**src/rtl/aes_word_packer.sv**
```systemverilog
// aes_word_packer: packs WORD_WIDTH-bit words big-endian into WORDS_PER_BLOCK-word blocks
// for the AES core, streaming back-to-back blocks without a bubble.
module aes_word_packer #(
   parameter int WORD_WIDTH      = 32,
   parameter int WORDS_PER_BLOCK = 4
) (
   input  logic                                  clk,
   input  logic                                  rst,
   input  logic                                  clear,
   input  logic                                  in_valid,
   input  logic [WORD_WIDTH-1:0]                 in_word,
   output logic                                  in_ready,
   output logic                                  blk_valid,
   output logic [WORD_WIDTH*WORDS_PER_BLOCK-1:0] blk_data,
   input  logic                                  blk_ready,
   output logic [$clog2(WORDS_PER_BLOCK):0]      word_cnt
);
   localparam int CW = $clog2(WORDS_PER_BLOCK) + 1;
   typedef enum logic {FILL, FULL} state_e;
   state_e                               state_q, state_d;
   logic [CW-1:0]                        cnt_q, cnt_d, slot;
   logic [WORD_WIDTH*WORDS_PER_BLOCK-1:0] data_q, data_d;
   logic                                 in_hs, last;
   assign in_ready  = ~clear && (state_q == FILL || blk_ready);
   assign in_hs     = in_valid && in_ready;
   assign last      = cnt_q == CW'(WORDS_PER_BLOCK - 1);
   assign blk_valid = state_q == FULL;
   assign blk_data  = data_q;
   assign word_cnt  = cnt_q;
   // A word accepted while draining a full block restarts the next block at the top slice.
   assign slot = (state_q == FULL) ? '0 : cnt_q;
   always_comb begin
      state_d = clear ? FILL
              : (state_q == FILL) ? ((in_hs && last) ? FULL : FILL)
              : (blk_ready ? FILL : FULL);
      cnt_d   = clear ? '0
              : (state_q == FILL) ? cnt_q + CW'(in_hs)
              : (blk_ready ? CW'(in_hs) : cnt_q);
      data_d  = data_q;
      for (int i = 0; i < WORDS_PER_BLOCK; i++)
         if (in_hs && slot == CW'(i)) data_d[(WORDS_PER_BLOCK-1-i)*WORD_WIDTH +: WORD_WIDTH] = in_word;
   end
   always_ff @(posedge clk) begin
      if (rst) begin
         state_q <= FILL;
         cnt_q   <= '0;
         data_q  <= '0;
      end else begin
         state_q <= state_d;
         cnt_q   <= cnt_d;
         data_q  <= data_d;
      end
   end
endmodule

```
**config.mk**
```make
export PLATFORM = sky130hd
export DESIGN_NAME = aes_word_packer
export DESIGN_NICKNAME = d
export VERILOG_FILES = /design/src/rtl/aes_word_packer.sv
export SDC_FILE = /design/constraint.sdc
export NUM_CORES = 1
export LEC_CHECK = 0
export BUFFER_PORTS_ARGS = -buffer_cell sky130_fd_sc_hd__buf_2
export CORE_MARGIN = 1.5
export CORE_UTILIZATION = 50
export CTS_CLUSTER_SIZE = 10
export DETAILED_ROUTE_END_ITERATION = 8
export GPL_TIMING_DRIVEN = 0
export PLACE_DENSITY = 0.79
export SYNTH_ARGS = -nofsm -noshare
export SYNTH_HDL_FRONTEND = slang
export SYNTH_SLANG_ARGS = --single-unit
```
**constraint.sdc**
```tcl
create_clock -name clk -period 2.1 [get_ports clk]
set_input_delay 0.105 -clock clk [delete_from_list [all_inputs] [get_ports clk]]
set_output_delay 0.105 -clock clk [all_outputs]
set_load 0.01 [all_outputs]
```
==> implementation parameters, run 1 <==
Parameter                              Value

Critical path
  Type of destination of the critical path ... flop
  Worst setup path class ... flop to flop
  Crit start category ... flop
  Maximum fanout count along the critical path ... 10
  WP data required ... approximately 2.5 ns
  Data arrival, critical path ... around 2.3 ns

Cells and area
  Sequential cell area ... about 2600 µm²
  Layout Area Growth over Synthesis ... 35.3%
  Fill cell count ... 788
  Number of nets in the finished design ... 788
  Most common cell after layout, fill and taps aside ... sky130_fd_sc_hd__buf_2
  Count of inserted antenna diode cells ... 0
  Commonest non-fill, non-tap cells in the layout ... sky130_fd_sc_hd__buf_2, sky130_fd_sc_hd__dfxtp_1, sky130_fd_sc_hd__nand2b_1
  Layout Cells excl Fill ... approximately 900
  Fraction of layout cells with a size suffix above 1 ... ~28%
  Post-layout utilization of the core ... between 60 and 70%
  Total area of multi-input combinational cells ... between 2000 and 2500 µm²

Die
  Die outline area ... between 10000 and 15000 µm²
  Die height ... around 110 µm
  Standard cell core area ... 10300 µm²
  Boundary pin count ... 170
  X dimension of the die ... about 110 µm
  Starting density of the core ... 51.4%
  FP Rows ... 37

Global route
  Total gr overflow ... 0
  Global router's overall resource usage ... 26.8%
  Wire length of the first global-routing pass ... about 23 mm
  Initial antenna violation count ... 0
  Largest net degree at the start of global routing ... 17
  Via count of the first global-routing pass ... 4826

Drt
  Remaining antenna violation count after routing ... 0
  Violation count after the first detailed-routing iteration ... roughly 220
  Residual DRC ... 0
  Wire length reported by the detailed router ... approximately 15 mm
  Detailed Routing Iterations Pass 1 ... 5
  Avg WL per Cell ... roughly 16 µm
  Routed vias ... 4702
  DR vias/cell ... between 5 and 6

Logic synthesis
  Post-Synthesis Net Count ... around 570
  Number of distinct standard cells referenced by the synthesized netlist ... 28
  Ys Warns ... 0
  Register area share after synthesis ... 49.8%
  FF+latch count, synth ... 132
  Post-synthesis instance area ... around 5300 µm²
  Mean Syn Cell Area ... roughly 10 µm²
  Gate count after technology mapping ... between 500 and 600
  Number of enable flip-flop cells after synthesis ... 0
  FFs w/ async S/R, synth ... 0%
  Most common flop cell mapped by yosys ... sky130_fd_sc_hd__dfxtp_1

STA
  Final count of negative-setup-slack endpoints ... 0
  Transition time at the pin with the least slew margin ... between 0.6 and 0.7 ns
  Final worst clock skew ... roughly 0.0052 ns
  Final critical-path setup slack ... roughly 0.15 ns
  Count of final hold-check violations ... 0
  Final period demand of the worst path ... just under 2 ns
  Hold WS ... roughly 0.19 ns
  Headroom to the max-slew limit ... approximately 55%
  Portion of the clock cycle consumed by the worst path in the final layout ... 92.9%
  Final-report max-slew violation count ... 0
  Max Clock Freq ... between 500 and 600 MHz
  Setup repair after global routing missed its margin ... false
  Fin Setup TNS ... 0 ns

Min path
  Path type of the worst min-delay path ... primary input to flop

Clocking
  Number of buffers inserted to repair setup after CTS ... 0
  TritonCTS clock tree ... done
  Buffer cell driving the clock tree root ... sky130_fd_sc_hd__clkbuf_8
  Sinks on the clock net ... approximately 130
  Total CTS buffers ... 17
  H-tree levels ... 4
  Clk pin slew, worst setup/hold paths ... about 0.06 ns
  Clock insertion delay at the later pin of the skew report ... 0.53 ns
  Maximum clock path buffer count ... 2

Power and ir drop
  Lkg Pwr ... roughly 3.4 nW
  VDD IR max ... 0.000401 V
  Power density over the cells ... between 700 and 800 nW/µm²

Placement
  Count of port buffers added during placement ... 168
  Post-detail-place hpwl ... 10.3 mm
  Placed cell count ... ~830
  DP Worst Slack ... between 0.08 and 0.09 ns
  Final RePlAce weighted congestion ... 0.872

Flow run
  Number of maximum-capacitance constraint violations ... 0

Outcome
  Result of the run ... finished, final reports clean
worst paths after layout:
path,slack (ns),end,from,cells past startpoint
worst max-delay path,0.15,word_cnt[0]$_SDFFE_PP0N_,blk_valid$_SDFF_PP0_,6
worst min register to register,0.47,blk_data[21]$_SDFFE_PP0P_,blk_data[21]$_SDFFE_PP0P_,2
worst max register to register,0.15,word_cnt[0]$_SDFFE_PP0N_,blk_valid$_SDFF_PP0_,6
worst min-delay path,0.19,blk_data[95]$_SDFFE_PP0P_,in_valid,5
repair_timing:
item | 4_1_cts | 5_1_grt
endpoints found under the hold margin | 132 | 0
hold buffers | 34 | 0
setup endpoints to repair | 0 | 23
resized for setup | 0 | 3
Yosys cell counts, types with 2 or more instances:
cell	instances	area share, %
sky130_fd_sc_hd__nor2b_1	3	0.35
sky130_fd_sc_hd__buf_2	7	0.66
sky130_fd_sc_hd__clkbuf_1	33	2.3
sky130_fd_sc_hd__nor2_1	6	0.42
sky130_fd_sc_hd__ha_1	2	0.47
sky130_fd_sc_hd__mux2i_1	97	18
sky130_fd_sc_hd__buf_4	2	0.28
sky130_fd_sc_hd__nand2_1	3	0.21
sky130_fd_sc_hd__nand2b_1	130	15
sky130_fd_sc_hd__o21ai_0	33	3.1
sky130_fd_sc_hd__nand3_1	32	3.0
sky130_fd_sc_hd__buf_6	2	0.42
sky130_fd_sc_hd__dfxtp_1	132	50
sky130_fd_sc_hd__a21oi_1	32	3.0
logic make-up after synthesis:
| family | synth area share (%) |
|---|---|
| adders and majority gates | 0.472 |
| and+or+nand+nor | 20.5 |
| buffers and inverters | 3.77 |
| AOI/OAI and AO/OA | 7.10 |
| muxes | 18.3 |
| DFF | 49.8 |
worst max-delay path: stages (launching register included):
cell and delay (ns):
sky130_fd_sc_hd__dfxtp_1 0.41, sky130_fd_sc_hd__clkbuf_2 0.27, sky130_fd_sc_hd__nor2b_1 0.30, sky130_fd_sc_hd__nor2_1 0.09, sky130_fd_sc_hd__ha_1 0.29, sky130_fd_sc_hd__nor2_1 0.04, sky130_fd_sc_hd__a2111oi_0 0.41
through the flow:
| stage | power, mW | instance area, µm² |
|---|---|---|
| 6_report | 5.59 | 7180 |
| 5_1_grt | 5.74 | 7180 |
| 4_1_cts | 5.62 | 7170 |
| 3_5_place_dp | 2.98 | 6320 |
| 3_3_place_gp | 2.97 | 6320 |
| 2_1_floorplan | 2.83 | 5310 |
per-layer routing:
| layer | vias to the layer above | part of all wire, % | global-route usage (%) |
|---|---|---|---|
| met1 | 2252 | 44 | 31.6 |
| met5 | - | 0 | 0 |
| met3 | 37 | 6.5 | 7.11 |
| met2 | 183 | 47 | 45.6 |
| met4 | 0 | 2.6 | 12.0 |
| li1 | 2230 | - | - |
sequential cells by signal (all words and copies together), names as in the netlist:
signal,cells
word_cnt,3
blk_data,128
blk_valid,1
final cells by class:
| class | instances | share of cell area, % |
|---|---|---|
| clock buffer | 20 | 5.93 |
| timing repair buffer | 202 | 16.5 |
| sequential | 132 | 36.8 |
| multi-input combinational | 351 | 34.4 |
| tap | 136 | 2.37 |
| buffer | 44 | 2.75 |
| clock inverter | 10 | 1.22 |
| inverter | 1 | 0.0523 |
where the power goes:
part | leakage, nW | internal (mW) | switching, mW | total [mW]
Sequential | 1.07 | 2.55 | 0.0217 | 2.57
Clock | 0.250 | 1.54 | 1.06 | 2.61
Combinational | 2.11 | 0.194 | 0.222 | 0.416
Total | 3.43 | 4.28 | 1.31 | 5.59
(Power assumes the default switching activity.)
==> run 2: changes to the inputs <==
CORE_ASPECT_RATIO = 1.2   (was unset)
HOLD_SLACK_MARGIN = 0.06   (was unset)
==> run 2 against run 1 <==
Effect of this change:
- first-iteration DRC count shrank 30%
- via count fell by 0.57%
- non-clock buffer count down 1
- largest cell class unchanged
- sequential power is essentially flat
- design area rose by 1.3%
- global-route usage down 0.94 points
- clock power up 18%
- cell count shrank 0.67%
- largest power group unchanged
- critical path type is now primary input to flop
- critical endpoint is now blk_data[25]$_SDFFE_PP0P_
- combinational power about the same
- wire length rose by 2.3%
==> implementation parameters, run 2 (same netlist as run 1, synthesis figures left out) <==
Parameter                              Value

Global route
  Largest net degree at the start of global routing ... 17 (unchanged)
  Global router's overall resource usage ... 25.8% (-0.94 points)
  Total gr overflow ... 0 (unchanged)
  Initial antenna violation count ... 0 (unchanged)
  Via count of the first global-routing pass ... 4540 (-5.9%)
  Wire length of the first global-routing pass ... 22.7 mm (-2.9%)

Die
  Standard cell core area ... 10400 µm² (+0.87%)
  Boundary pin count ... 170 (unchanged)
  X dimension of the die ... 97.0 µm (-8.5%)
  Die outline area ... 11200 µm² (about the same)
  Starting density of the core ... 50.9% (-0.44 points)
  Die height ... 116 µm (+9.3%)
  FP Rows ... 41 (+11%)

STA
  Final count of negative-setup-slack endpoints ... 0 (unchanged)
  Final period demand of the worst path ... 1.96 ns (+0.00595 ns)
  Final worst clock skew ... 0.00692 ns (+0.00172 ns)
  Setup repair after global routing missed its margin ... false
  Final critical-path setup slack ... 0.144 ns (-0.00595 ns)
  Portion of the clock cycle consumed by the worst path in the final layout ... 93.1% (+0.28 points)
  Headroom to the max-slew limit ... 44.7% (-9.8 points)
  Final-report max-slew violation count ... 0 (unchanged)
  Fin Setup TNS ... 0 ns (unchanged)
  Max Clock Freq ... 511 MHz (-0.30%)
  Transition time at the pin with the least slew margin ... 0.828 ns (+0.147 ns)
  Count of final hold-check violations ... 0 (unchanged)

Drt
  Detailed Routing Iterations Pass 1 ... 4 (-1)
  Remaining antenna violation count after routing ... 0 (unchanged)
  Violation count after the first detailed-routing iteration ... 155 (-30%)
  Wire length reported by the detailed router ... 15.0 mm (+2.3%)
  Avg WL per Cell ... 16.8 µm (+3.0%)
  Residual DRC ... 0 (unchanged)
  DR vias/cell ... 5.25 (about the same)
  Routed vias ... 4675 (-0.57%)

Critical path
  Data arrival, critical path ... 2.29 ns (-0.05 ns)
  Worst r2r src ... word_cnt[0]$_SDFFE_PP0N_
  Type of destination of the critical path ... flop
  WP data required ... 2.43 ns (-0.06 ns)
  R2R Path End ... blk_data[81]$_SDFFE_PP0P_
  Depth of the most critical reg-to-reg path ... 4 (-2)
  R2R setup slack ... 0.16 ns (about the same)
  CP startpoint ... clear
  Maximum fanout count along the critical path ... 10 (unchanged)
  Crit start category ... primary input
  Worst setup path class ... primary input to flop

Cells and area
  Most common cell after layout, fill and taps aside ... sky130_fd_sc_hd__buf_2
  Layout Area Growth over Synthesis ... 37.1%
  Number of nets in the finished design ... 787 (-0.13%)
  Fraction of layout cells with a size suffix above 1 ... 28.0% (+0.36 points)
  Max FFs per register ... 128 (unchanged)
  Count of inserted antenna diode cells ... 0 (unchanged)
  Commonest non-fill, non-tap cells in the layout ... sky130_fd_sc_hd__buf_2, sky130_fd_sc_hd__dfxtp_1, sky130_fd_sc_hd__nand2b_1

Clocking
  Maximum clock path buffer count ... 2 (unchanged)
  Number of buffers inserted to repair setup after CTS ... 0 (unchanged)
  Clk pin slew, worst setup/hold paths ... 0.06 ns (about the same)
  H-tree levels ... 4 (unchanged)
  Clock insertion delay at the later pin of the skew report ... 0.41 ns (-0.12 ns)
  TritonCTS clock tree ... done
  Total CTS buffers ... 17 (unchanged)
  Sinks on the clock net ... 132 (unchanged)
  Buffer cell driving the clock tree root ... sky130_fd_sc_hd__clkbuf_16

Placement
  Post-detail-place hpwl ... 10.4 mm (+1.6%)
  Final RePlAce weighted congestion ... 0.844 (-3.2%)
  Count of port buffers added during placement ... 168 (unchanged)
  DP Worst Slack ... 0.0969 ns (+0.0162 ns)

Min path
  Worst Hold Path Cells ... 3 (-2)
  Path type of the worst min-delay path ... primary input to flop
  Startpoint of the tightest hold check path ... blk_ready
  Sink of the worst hold path ... word_cnt[1]$_SDFFE_PP0N_

Power and ir drop
  Proportion of total power due to net switching ... 21.3% (-2.0 points)
  Part of the power in combinational logic ... 6.9% (-0.5 points)
  Power share of the sequential group ... 42.4% (-3.5 points)
  VDD IR max ... 0.000553 V (+38%)
  Cell-internal power ... 4.77 mW (+11%)
  Share of power burned in the clock network ... 50.7% (+4.1 points)
  Lkg Pwr ... 3.48 nW (+1.4%)
  Switching power ... 1.29 mW (-1.1%)
  Power density over the cells ... 832 nW/µm² (+6.9%)

Flow run
  Number of maximum-capacitance constraint violations ... 0 (unchanged)

Outcome
  Result of the run ... finished, final reports clean
-- run 2: changes by cell type in the layout (fill, tap and decap cells not counted), sizes merged --
| cell | before | now |
|---|---|---|
| bufinv | 1 | 3 |
| clkbuf | 53 | 58 |
| clkinv | 7 | 2 |
| dlygate4sd3 | 34 | 33 |
-- run 2: worst max path at each step --
stage,endpoint,slack [ns],cells past startpoint
after floorplan,word_cnt[1]$_SDFFE_PP0N_,0.27,8
after global placement,word_cnt[1]$_SDFFE_PP0N_,0.15,8
after detailed placement,word_cnt[1]$_SDFFE_PP0N_,0.1,8
after CTS,blk_data[82]$_SDFFE_PP0P_,0.08,5
after global routing,word_cnt[2]$_SDFFE_PP0N_,0.008,8
final,blk_data[25]$_SDFFE_PP0P_,0.14,8
-- run 2: repair_timing --
action	4_1_cts	5_1_grt
resized for setup	0	7
hold endpoints to repair	108	0
endpoints found under the setup margin	0	35
hold buffers	33	0
-- run 2: metrics by stage --
| step | hold slack [ns] | power (mW) | utilization (%) | instance area, µm² | std cells |
|---|---|---|---|---|---|
| 4_1_cts | 0.0777 | 6.07 | 69.7 | 7260 | 890 |
| 2_1_floorplan | 0.188 | 2.83 | - | 5310 | 528 |
| 3_5_place_dp | 0.348 | 2.99 | 60.6 | 6310 | 825 |
| 3_3_place_gp | 0.339 | 2.98 | 60.6 | 6310 | 825 |
| 5_1_grt | 0.0893 | 6.24 | 69.9 | 7280 | 890 |
| 6_report | 0.0926 | 6.06 | 69.9 | 7280 | 890 |
-- run 2: layout make-up --
class | instances | area, µm²
plain buffers | 44 | 201
clock buffers | 25 | 505
clock inverters | 7 | 119
fillers | 829 | 3140
inverters | 1 | 3.75
multi-input cells | 351 | 2470
flip-flops and latches | 132 | 2640
well taps | 129 | 161
repair buffers | 201 | 1170
-- run 2: power by group through the flow --
stage                     sequential, mW  clock, mW  combinational (mW)
after floorplan                     2.64          0               0.193
after global placement              2.62          0               0.358
after detailed placement            2.62          0               0.366
after CTS                           2.57       3.09               0.415
after global routing                2.57       3.22               0.451
final                               2.57       3.07               0.419
-- run 2: worst max-delay path: stages --
cell,delay [ns]
sky130_fd_sc_hd__dlygate4sd3_1,0.53
sky130_fd_sc_hd__buf_2,0.15
sky130_fd_sc_hd__nand2b_1,0.16
sky130_fd_sc_hd__buf_2,0.18
sky130_fd_sc_hd__nor4b_1,0.34
sky130_fd_sc_hd__clkbuf_4,0.31
sky130_fd_sc_hd__buf_4,0.27
sky130_fd_sc_hd__mux2i_1,0.23
-- run 2: layer usage --
metal  GRT usage, %  up-vias  share of wire, %
met2           45.6      177                51
met4           10.8        0               2.7
met1           30.7     2235                41
met5              0        -                 0
met3           5.61       36               5.1
li1               -     2227                 -
==> run 3: changes to the inputs <==
CORE_MARGIN = 2   (was 1.5)
CTS_CLUSTER_SIZE = unset   (was 10)
==> run 3 against run 2 <==
Effect of this change:
- cell count rose by 0.11%
- largest cell class unchanged
- hold slack improved by 0.22 ns
- global-route usage rose by 0.84 points
- worst setup slack got worse by 0.021 ns
- critical endpoint is now blk_data[67]$_SDFFE_PP0P_
==> implementation parameters, run 3 (same netlist as run 1, synthesis figures left out) <==
Parameter                              Value

Critical path
  Cell breakdown of the critical path ... or4b_2 > clkbuf_1 > o21ai_0 > a21oi_1
  Data arrival, critical path ... 2.25 ns (-0.04 ns)
  Maximum fanout count along the critical path ... 10 (unchanged)
  Levels on crit path ... 4 (-4)
  Max stage delay cell, worst path ... sky130_fd_sc_hd__or4b_2
  WP data required ... 2.37 ns (-0.06 ns)
  Category of cells accounting for the largest share of critical-path delay ... simple AND/OR/NAND/NOR gates
  Type of destination of the critical path ... flop
  Critical path's largest stage delay ... 0.73 ns (+0.20 ns)
  Crit start category ... flop
  Depth of the most critical reg-to-reg path ... 4 (unchanged)
  Worst path buffer plus inverter count ... 1 (-4)
  Worst setup path class ... flop to flop

Clocking
  Maximum clock path buffer count ... 2 (unchanged)
  TritonCTS clock tree ... done
  Clk pin slew, worst setup/hold paths ... 0.06 ns (about the same)
  H-tree levels ... 4 (unchanged)
  Total CTS buffers ... 17 (unchanged)
  Sinks on the clock net ... 132 (unchanged)
  Buffer cell driving the clock tree root ... sky130_fd_sc_hd__clkbuf_16
  Clock insertion delay at the later pin of the skew report ... 0.41 ns (about the same)

STA
  Portion of the clock cycle consumed by the worst path in the final layout ... 94.1% (+0.99 points)
  Fin Setup TNS ... 0 ns (unchanged)
  Max Clock Freq ... 506 MHz (-1.1%)
  Final critical-path setup slack ... 0.123 ns (-0.0208 ns)
  Count of final hold-check violations ... 0 (unchanged)
  Headroom to the max-slew limit ... 51.2% (+6.5 points)
  Transition time at the pin with the least slew margin ... 0.730 ns (-0.0971 ns)
  Final-report max-slew violation count ... 0 (unchanged)
  Setup repair after global routing missed its margin ... false
  Final period demand of the worst path ... 1.98 ns (+0.0208 ns)
  Final worst clock skew ... 0.00368 ns (-0.00325 ns)
  Final count of negative-setup-slack endpoints ... 0 (unchanged)

Drt
  Detailed Routing Iterations Pass 1 ... 5 (+1)
  Remaining antenna violation count after routing ... 0 (unchanged)
  Wire length reported by the detailed router ... 15.6 mm (+4.0%)
  Avg WL per Cell ... 17.5 µm (+3.8%)
  Routed vias ... 4705 (+0.64%)
  Violation count after the first detailed-routing iteration ... 179 (+15%)
  Residual DRC ... 0 (unchanged)
  DR vias/cell ... 5.28 (+0.53%)

Min path
  Worst Hold Path Cells ... 5 (+2)
  Path type of the worst min-delay path ... primary input to flop

Die
  Die height ... 117 µm (+0.86%)
  Boundary pin count ... 170 (unchanged)
  FP Rows ... 41 (unchanged)
  X dimension of the die ... 98.0 µm (+1.0%)
  Standard cell core area ... 10400 µm² (unchanged)
  Die outline area ... 11500 µm² (+1.9%)
  Starting density of the core ... 50.9% (unchanged)

Global route
  Initial antenna violation count ... 0 (unchanged)
  Global router's overall resource usage ... 26.7% (+0.84 points)
  Total gr overflow ... 0 (unchanged)
  Via count of the first global-routing pass ... 4817 (+6.1%)
  Largest net degree at the start of global routing ... 17 (unchanged)
  Wire length of the first global-routing pass ... 23.8 mm (+5.0%)

Outcome
  Result of the run ... finished, final reports clean

Cells and area
  Most common cell after layout, fill and taps aside ... sky130_fd_sc_hd__buf_2
  Number of nets in the finished design ... 788 (+0.13%)
  Fraction of layout cells with a size suffix above 1 ... 28.3% (+0.36 points)
  Layout Area Growth over Synthesis ... 37.1% (about the same)
  Max FFs per register ... 128 (unchanged)
  Commonest non-fill, non-tap cells in the layout ... sky130_fd_sc_hd__buf_2, sky130_fd_sc_hd__dfxtp_1, sky130_fd_sc_hd__nand2b_1
  Final design area excluding fillers ... 7270 µm² (about the same)
  Count of inserted antenna diode cells ... 0 (unchanged)

Placement
  Post-detail-place hpwl ... 10.8 mm (+3.2%)
  DP Worst Slack ... 0.117 ns (+0.0202 ns)
  Cell Area, Placed ... 6310 µm² (unchanged)
  Count of port buffers added during placement ... 168 (unchanged)
  Final RePlAce weighted congestion ... 0.836 (-0.98%)

Flow run
  Number of maximum-capacitance constraint violations ... 0 (unchanged)

Power and ir drop
  Power density over the cells ... 828 nW/µm² (-0.52%)
  VDD IR max ... 0.000517 V (-6.5%)
  Lkg Pwr ... 3.46 nW (-0.50%)
-- run 3: cell types whose count changed in the layout (fill, tap and decap cells not counted), moves of 2 or more --
cell / change
sky130_fd_sc_hd__clkinvlp_4: +5
sky130_fd_sc_hd__clkinv_2: +2
sky130_fd_sc_hd__clkbuf_8: -3
sky130_fd_sc_hd__clkbuf_1: -3
-- run 3: timing repair --
action / CTS / global route
resized for setup: 0 / 6
endpoints found under the hold margin: 118 / 0
setup buffers: 0 / 0
endpoints found under the setup margin: 0 / 34
hold buffers: 34 / 0
-- run 3: path summary, 6_finish.rpt --
kind / slack [ns] / from / to
max: 0.12 / word_cnt[0]$_SDFFE_PP0N_ / blk_data[67]$_SDFFE_PP0P_
min: 0.32 / in_valid / blk_data[95]$_SDFFE_PP0P_
max reg2reg: 0.12 / word_cnt[0]$_SDFFE_PP0N_ / blk_data[67]$_SDFFE_PP0P_
min reg2reg: 0.47 / blk_data[84]$_SDFFE_PP0P_ / blk_data[84]$_SDFFE_PP0P_
-- run 3: worst reg2reg max path: cells and delay by family, from the launching register on --
kind / cells / cell delay, ns
AO/OA/AOI/OAI: 2 / 0.42
AND/OR/NAND/NOR: 1 / 0.73
flip-flops: 1 / 0.45
buffers and inverters: 1 / 0.24
-- run 3: layout make-up --
class | count | area, µm²
plain buffers | 44 | 201
clock buffers | 19 | 453
clock inverters | 13 | 158
fillers | 786 | 3140
inverters | 1 | 3.75
multi-input cells | 351 | 2470
flip-flops and latches | 132 | 2640
well taps | 129 | 161
repair buffers | 202 | 1180
-- run 3: stage by stage --
step | total power, mW | utilization [%] | hold slack [ns] | std cells
global route | 6.19 | 69.8 | 0.346 | 891
floorplan | 2.83 | - | 0.188 | 528
CTS | 6.04 | 69.7 | 0.287 | 891
finish | 6.02 | 69.8 | 0.317 | 891
detailed placement | 2.99 | 60.6 | 0.339 | 825
global placement | 2.98 | 60.6 | 0.333 | 825
-- run 3: routing by layer --
metal  vias up  routed length (µm)  track usage, %
met5         -                   0               0
met1      2265                6290            29.5
met3        36                 753            6.47
met4         0                 459            13.3
li1       2237                   -               -
met2       167                8070            48.1
-- run 3: power by group --
| group | switching, mW | internal [mW] | leakage (nW) |
|---|---|---|---|
| combinational | 0.229 | 0.194 | 2.11 |
| sequential | 0.0231 | 2.55 | 1.07 |
| clock | 1.11 | 1.92 | 0.279 |
| total | 1.36 | 4.66 | 3.46 |
